===== src/rtl/mc_pkg.sv =====
// Shared encodings for the multi-cycle MIPS control path: FSM states, opcodes,
// funct codes, ALU control codes and datapath mux selects.
package mc_pkg;

  localparam int unsigned STATE_W = 4;
  localparam int unsigned OP_W    = 6;
  localparam int unsigned ALU_W   = 3;
  localparam int unsigned SEL_W   = 2;

  typedef enum logic [STATE_W-1:0] {
    S_FETCH  = 4'd0,
    S_DECODE = 4'd1,
    S_MEMADR = 4'd2,
    S_MEMRD  = 4'd3,
    S_MEMWB  = 4'd4,
    S_MEMWR  = 4'd5,
    S_EXEC   = 4'd6,
    S_ALUWB  = 4'd7,
    S_BRANCH = 4'd8,
    S_ADDIEX = 4'd9,
    S_ADDIWB = 4'd10,
    S_JUMP   = 4'd11
  } state_t;

  localparam logic [OP_W-1:0] OP_RTYPE = 6'b000000;
  localparam logic [OP_W-1:0] OP_LW    = 6'b100011;
  localparam logic [OP_W-1:0] OP_SW    = 6'b101011;
  localparam logic [OP_W-1:0] OP_BEQ   = 6'b000100;
  localparam logic [OP_W-1:0] OP_ADDI  = 6'b001000;
  localparam logic [OP_W-1:0] OP_J     = 6'b000010;

  localparam logic [OP_W-1:0] FN_ADD = 6'b100000;
  localparam logic [OP_W-1:0] FN_SUB = 6'b100010;
  localparam logic [OP_W-1:0] FN_AND = 6'b100100;
  localparam logic [OP_W-1:0] FN_OR  = 6'b100101;
  localparam logic [OP_W-1:0] FN_SLT = 6'b101010;

  localparam logic [ALU_W-1:0] ALU_ADD = 3'b010;
  localparam logic [ALU_W-1:0] ALU_SUB = 3'b110;
  localparam logic [ALU_W-1:0] ALU_AND = 3'b000;
  localparam logic [ALU_W-1:0] ALU_OR  = 3'b001;
  localparam logic [ALU_W-1:0] ALU_SLT = 3'b111;

  // alu_op from the FSM to the ALU decoder
  localparam logic [SEL_W-1:0] ALUOP_ADD   = 2'b00;
  localparam logic [SEL_W-1:0] ALUOP_SUB   = 2'b01;
  localparam logic [SEL_W-1:0] ALUOP_FUNCT = 2'b10;

  localparam logic [SEL_W-1:0] SRCB_B      = 2'b00;
  localparam logic [SEL_W-1:0] SRCB_FOUR   = 2'b01;
  localparam logic [SEL_W-1:0] SRCB_IMM    = 2'b10;
  localparam logic [SEL_W-1:0] SRCB_IMM_SH = 2'b11;

  localparam logic [SEL_W-1:0] PCSRC_ALU    = 2'b00;
  localparam logic [SEL_W-1:0] PCSRC_ALUOUT = 2'b01;
  localparam logic [SEL_W-1:0] PCSRC_JUMP   = 2'b10;

endpackage


===== src/rtl/mc_alu_dec.sv =====
// ALU decoder: maps the FSM's alu_op and the instruction funct field to alu_ctrl.
module mc_alu_dec
  import mc_pkg::*;
(
  input  logic [SEL_W-1:0] alu_op,
  input  logic [OP_W-1:0]  funct,
  output logic [ALU_W-1:0] alu_ctrl
);

  always_comb begin
    alu_ctrl = ALU_ADD;
    case (alu_op)
      ALUOP_SUB: alu_ctrl = ALU_SUB;
      ALUOP_FUNCT: begin
        case (funct)
          FN_SUB:  alu_ctrl = ALU_SUB;
          FN_AND:  alu_ctrl = ALU_AND;
          FN_OR:   alu_ctrl = ALU_OR;
          FN_SLT:  alu_ctrl = ALU_SLT;
          default: alu_ctrl = ALU_ADD;
        endcase
      end
      default: alu_ctrl = ALU_ADD;
    endcase
  end

endmodule


===== src/rtl/mc_control.sv =====
// Multi-cycle MIPS control FSM: steps each instruction through fetch, decode,
// execute/memory and writeback, driving datapath enables and mux selects.
module mc_control
  import mc_pkg::*;
#(
  parameter bit MEM_WAIT_EN = 1'b1
) (
  input  logic               clk,
  input  logic               rst,
  input  logic [OP_W-1:0]    op,
  input  logic [OP_W-1:0]    funct,
  input  logic               zero,
  input  logic               mem_ready,
  output logic               mem_req,
  output logic               mem_write,
  output logic               iord,
  output logic               ir_write,
  output logic               reg_dst,
  output logic               mem_to_reg,
  output logic               reg_write,
  output logic               alu_src_a,
  output logic [SEL_W-1:0]   alu_src_b,
  output logic [ALU_W-1:0]   alu_ctrl,
  output logic [SEL_W-1:0]   pc_src,
  output logic               pc_en,
  output logic [STATE_W-1:0] state
);

  state_t             state_q;
  state_t             state_d;
  logic               mem_ok;
  logic               pc_write;
  logic               branch;
  logic [SEL_W-1:0]   alu_op;
  logic [ALU_W-1:0]   alu_ctrl_dec;

  // Without wait support every memory access completes in its first cycle
  assign mem_ok = !MEM_WAIT_EN || mem_ready;

  always_ff @(posedge clk or posedge rst) begin
    if (rst) state_q <= S_FETCH;
    else     state_q <= state_d;
  end

  always_comb begin
    state_d    = S_FETCH;
    mem_req    = 1'b0;
    mem_write  = 1'b0;
    iord       = 1'b0;
    ir_write   = 1'b0;
    reg_dst    = 1'b0;
    mem_to_reg = 1'b0;
    reg_write  = 1'b0;
    alu_src_a  = 1'b0;
    alu_src_b  = SRCB_B;
    alu_op     = ALUOP_ADD;
    pc_src     = PCSRC_ALU;
    pc_write   = 1'b0;
    branch     = 1'b0;

    case (state_q)
      S_FETCH: begin
        mem_req   = 1'b1;
        alu_src_b = SRCB_FOUR;
        if (mem_ok) begin
          ir_write = 1'b1;
          pc_write = 1'b1;
          state_d  = S_DECODE;
        end else begin
          state_d  = S_FETCH;
        end
      end
      S_DECODE: begin
        // Precompute the branch target into ALUOut while decoding
        alu_src_b = SRCB_IMM_SH;
        case (op)
          OP_LW, OP_SW: state_d = S_MEMADR;
          OP_RTYPE:     state_d = S_EXEC;
          OP_BEQ:       state_d = S_BRANCH;
          OP_ADDI:      state_d = S_ADDIEX;
          OP_J:         state_d = S_JUMP;
          default:      state_d = S_FETCH;
        endcase
      end
      S_MEMADR: begin
        alu_src_a = 1'b1;
        alu_src_b = SRCB_IMM;
        state_d   = (op == OP_SW) ? S_MEMWR : S_MEMRD;
      end
      S_MEMRD: begin
        mem_req = 1'b1;
        iord    = 1'b1;
        state_d = mem_ok ? S_MEMWB : S_MEMRD;
      end
      S_MEMWB: begin
        mem_to_reg = 1'b1;
        reg_write  = 1'b1;
      end
      S_MEMWR: begin
        mem_req   = 1'b1;
        mem_write = 1'b1;
        iord      = 1'b1;
        state_d   = mem_ok ? S_FETCH : S_MEMWR;
      end
      S_EXEC: begin
        alu_src_a = 1'b1;
        alu_op    = ALUOP_FUNCT;
        state_d   = S_ALUWB;
      end
      S_ALUWB: begin
        reg_dst   = 1'b1;
        reg_write = 1'b1;
      end
      S_BRANCH: begin
        alu_src_a = 1'b1;
        alu_op    = ALUOP_SUB;
        pc_src    = PCSRC_ALUOUT;
        branch    = 1'b1;
      end
      S_ADDIEX: begin
        alu_src_a = 1'b1;
        alu_src_b = SRCB_IMM;
        state_d   = S_ADDIWB;
      end
      S_ADDIWB: begin
        reg_write = 1'b1;
      end
      S_JUMP: begin
        pc_src   = PCSRC_JUMP;
        pc_write = 1'b1;
      end
      default: state_d = S_FETCH;
    endcase

    pc_en = pc_write | (branch & zero);

    // Reset kills every strobe at once, including a write still in flight
    if (rst) begin
      mem_req    = 1'b0;
      mem_write  = 1'b0;
      iord       = 1'b0;
      ir_write   = 1'b0;
      reg_dst    = 1'b0;
      mem_to_reg = 1'b0;
      reg_write  = 1'b0;
      alu_src_a  = 1'b0;
      alu_src_b  = SRCB_B;
      pc_src     = PCSRC_ALU;
      pc_en      = 1'b0;
    end
  end

  mc_alu_dec u_alu_dec (
    .alu_op   (alu_op),
    .funct    (funct),
    .alu_ctrl (alu_ctrl_dec)
  );

  assign alu_ctrl = rst ? ALU_W'(0) : alu_ctrl_dec;
  assign state    = STATE_W'(state_q);

endmodule


===== config.mk =====
export PLATFORM = sky130hd
export DESIGN_NAME = mc_control
export DESIGN_NICKNAME = d
export VERILOG_FILES = /design/src/rtl/mc_pkg.sv /design/src/rtl/mc_alu_dec.sv /design/src/rtl/mc_control.sv
export SDC_FILE = /design/constraint.sdc
export NUM_CORES = 1
export LEC_CHECK = 0
export ABC_AREA = 1
export BUFFER_PORTS_ARGS = -buffer_cell sky130_fd_sc_hd__buf_2
export CORE_MARGIN = 10
export CORE_UTILIZATION = 40
export CTS_CLUSTER_DIAMETER = 30
export CTS_CLUSTER_SIZE = 12
export DETAILED_ROUTE_END_ITERATION = 6
export PLACE_DENSITY = 0.71
export SYNTH_ARGS = -nofsm -noshare
export SYNTH_HDL_FRONTEND = slang
export SYNTH_HIERARCHICAL = 1
export SYNTH_SLANG_ARGS = --single-unit
export TNS_END_PERCENT = 50

===== constraint.sdc =====
create_clock -name clk -period 3.4 [get_ports clk]
set_input_delay 1.02 -clock clk [delete_from_list [all_inputs] [get_ports clk]]
set_output_delay 1.02 -clock clk [all_outputs]
set_load 0.02 [all_outputs]

==> results.txt <==
outcome -> finished, final reports clean
DRT Pass-1 Iters -> 4
ANT nets after route -> 0
antenna violations before repair -> 0
asr flop ratio synth -> 1.000
Die X -> 62.45 µm
final WL -> 2.117 mm
number of DRC markers in iteration 0 -> 28
total number of vias -> 943
row cnt -> 15
Synth top area share -> 0.1927
Hold/Removal Path Class -> primary input to asynchronous set/reset pin
GR Layer Usage met3 -> 0.02688
register area share after synthesis -> 0.1389
worst setup path startpoint -> state[1]$_DFF_PP0_
met2 Track Usage GR -> 0.1603
Syn Inst Count -> 146
antenna cell count -> 0
startpoint types -> flop
IO Count -> 36
synth cell count leaders -> 37 x nand2_1, 36 x nor2_1, 30 x inv_1
Area Overhead vs Synth -> 30.90%
most numerous cell in the Yosys netlist -> nand2_1
fmax -> 0.3204 GHz
CP Capture Type -> primary output
main area contributors after synthesis -> nand2_1 19%, nor2_1 19%, inv_1 16%, dfrtp_1 14%, nand3_1 11%
Worst path slowest cell -> dfrtp_1
grt total ovfl -> 0
WL per Instance -> 10.23 µm
postcts setup bufs -> 0
HPWL after DPL -> 1.839 mm
layout cells sized above 1 -> 0.2582
Slew Limit Headroom -> 0.7864
drt drc -> 0
crit-path cells -> nor2_2, inv_1, nor2_1, inv_1, ha_1, or2_1, a21oi_1, inv_1, nor2_1, buf_2
initial core utilization -> 0.4174
Max Cap Viol -> 0
CORE AREA -> 1727 µm²
max reg flops -> 4
Die Y-Extent -> 62.45 µm
most used cell, CP -> inv_1
number of fillers in the final layout -> 190
Critical Path Fanout Max -> 5
Tmin final -> 3.121 ns
count of different cell masters after synthesis -> 16
r2r startpoint -> state[3]$_DFF_PP0_
VDD IR max -> 189.7 µV
clk buf depth -> 2
Sequential Area -> 100.1 µm²
die area -> 3899 µm²
multi-input combinational cell area -> 498.0 µm²
largest net degree at the start of global routing -> 17
final core utilization -> 0.5464
number of synthesized register bits -> 4
Mapped Nets -> 164
WHS -> 0.7874 ns
Clock Latency Late Sink -> 0.22 ns
total negative slack -> 0 ns
root buf cell -> clkbuf_4
met1 Usage GRT -> 0.1316
Crit path largest cell delay -> 0.43 ns
LEAKAGE -> 0.6009 nW
P per Cell Area -> 394.1 nW/µm²
synth warn -> 6
nets -> 202
GR peak layer -> met2
Finished Layout Cells -> 207
RSZ-0062 raised after global routing -> no
vias per inst -> 4.556
Critical Path AT -> 2.10 ns
clock transition at the registers of the reported paths -> 0.04 ns
area leader, netlist -> nand2_1
Inst Count DP -> 204
routability congestion estimate -> 0.8663
Max Slew Vio Count -> 0
worst setup path category -> flop to primary output
vias in the first global route -> 836
number of flops mapped to enable cells by yosys -> 0
Data required, critical path -> 2.38 ns
Post-Syn Area -> 720.7 µm²
number of buffers created by CTS -> 3
IO Port Bufs -> 35
actual slew at the worst max-slew pin -> 0.3193 ns
H-tree depth -> 1
clock sink total -> 4
GR Util All Layers -> 0.1020
total chip power -> 0.3718 mW
Final Hold Violating Endpoints -> 0
TritonCTS clock tree -> done
Setup-failing EPs final -> 0
Tcrit/Tclk final -> 0.9180
Synth Flop Type -> dfrtp_1
syn avg cell area -> 4.936 µm²
Worst Skew -> 0.003599 ns
global-route wire length before repair -> 3.532 mm
==> cells in the final DEF, fill, tap and decap left out <==
cell type,netlist,routed
nand2_1,37,37
nor2_1,36,35
buf_2,1,35
inv_1,30,30
nand3_1,16,16
nor2_2,5,6
a21oi_1,4,4
dfrtp_1,4,4
a31oi_1,3,3
clkbuf_4,0,3
nor2_4,2,2
o21ai_0,2,2
ha_1,2,2
o211ai_1,1,1
inv_2,1,1
or2_1,1,1
==> path summary, 6_finish.rpt <==
kind | to | slack, ns | cells past startpoint
setup / recovery | alu_ctrl[0] | 0.28 | 10
hold / removal | state[3]$_DFF_PP0_ | 0.79 | 2
setup reg to reg | state[1]$_DFF_PP0_ | 2.16 | 5
hold reg to reg | state[0]$_DFF_PP0_ | 0.80 | 5
max in group asynchronous | state[0]$_DFF_PP0_ | 2.47 | 2
min in group clk | state[0]$_DFF_PP0_ | 0.80 | 5
==> critical path: cells and delay by family, from the launching register on <==
| kind | cells | cell delay, ns |
|---|---|---|
| adder cells (fa/ha/maj) | 1 | 0.32 |
| flip-flops | 1 | 0.43 |
| AO/OA/AOI/OAI | 1 | 0.11 |
| buffers and inverters | 4 | 0.38 |
| AND/OR/NAND/NOR | 4 | 0.63 |
==> per-layer routing <==
metal,vias up,share of wire
li1,513,-
met1,399,0.48
met2,31,0.45
met3,0,0.068
met4,0,0
met5,-,0
==> timing repair <==
| item | CTS | global route |
|---|---|---|
| hold buffers | 0 | 0 |
| endpoints found under the setup margin | 0 | 1 |
| resized for setup | 0 | 1 |
==> logic make-up after synthesis <==
group | count (synthesis) | synth area share
compound gates | 10 | 0.07813
fa+ha+maj | 2 | 0.03472
buf+inv | 33 | 0.1736
flops | 4 | 0.1389
simple gates | 97 | 0.5747
==> per-stage QoR <==
step	setup WS (ns)	cell area, µm²
2_1_floorplan	0.4159	720.7
6_report	0.2789	943.4
3_5_place_dp	0.4454	918.4
3_3_place_gp	0.4724	918.4
5_1_grt	0.04592	943.4
4_1_cts	0.2022	940.9
==> power breakdown <==
part / total [mW] / switching (mW) / leakage (nW) / internal [mW]
Combinational: 0.239 / 0.165 / 0.533 / 0.0736
Clock: 0.0543 / 0.0151 / 0.0138 / 0.0392
Sequential: 0.0786 / 0.0198 / 0.0537 / 0.0588
Total: 0.372 / 0.200 / 0.601 / 0.172
==> cell type report <==
type | count | share of cell area
multi-input combinational | 109 | 0.5279
tap | 25 | 0.03316
inverter | 31 | 0.1233
sequential | 4 | 0.1061
timing repair buffer | 35 | 0.1857
clock buffer | 3 | 0.02387
No activity file was read; power rests on OpenSTA's default activity.
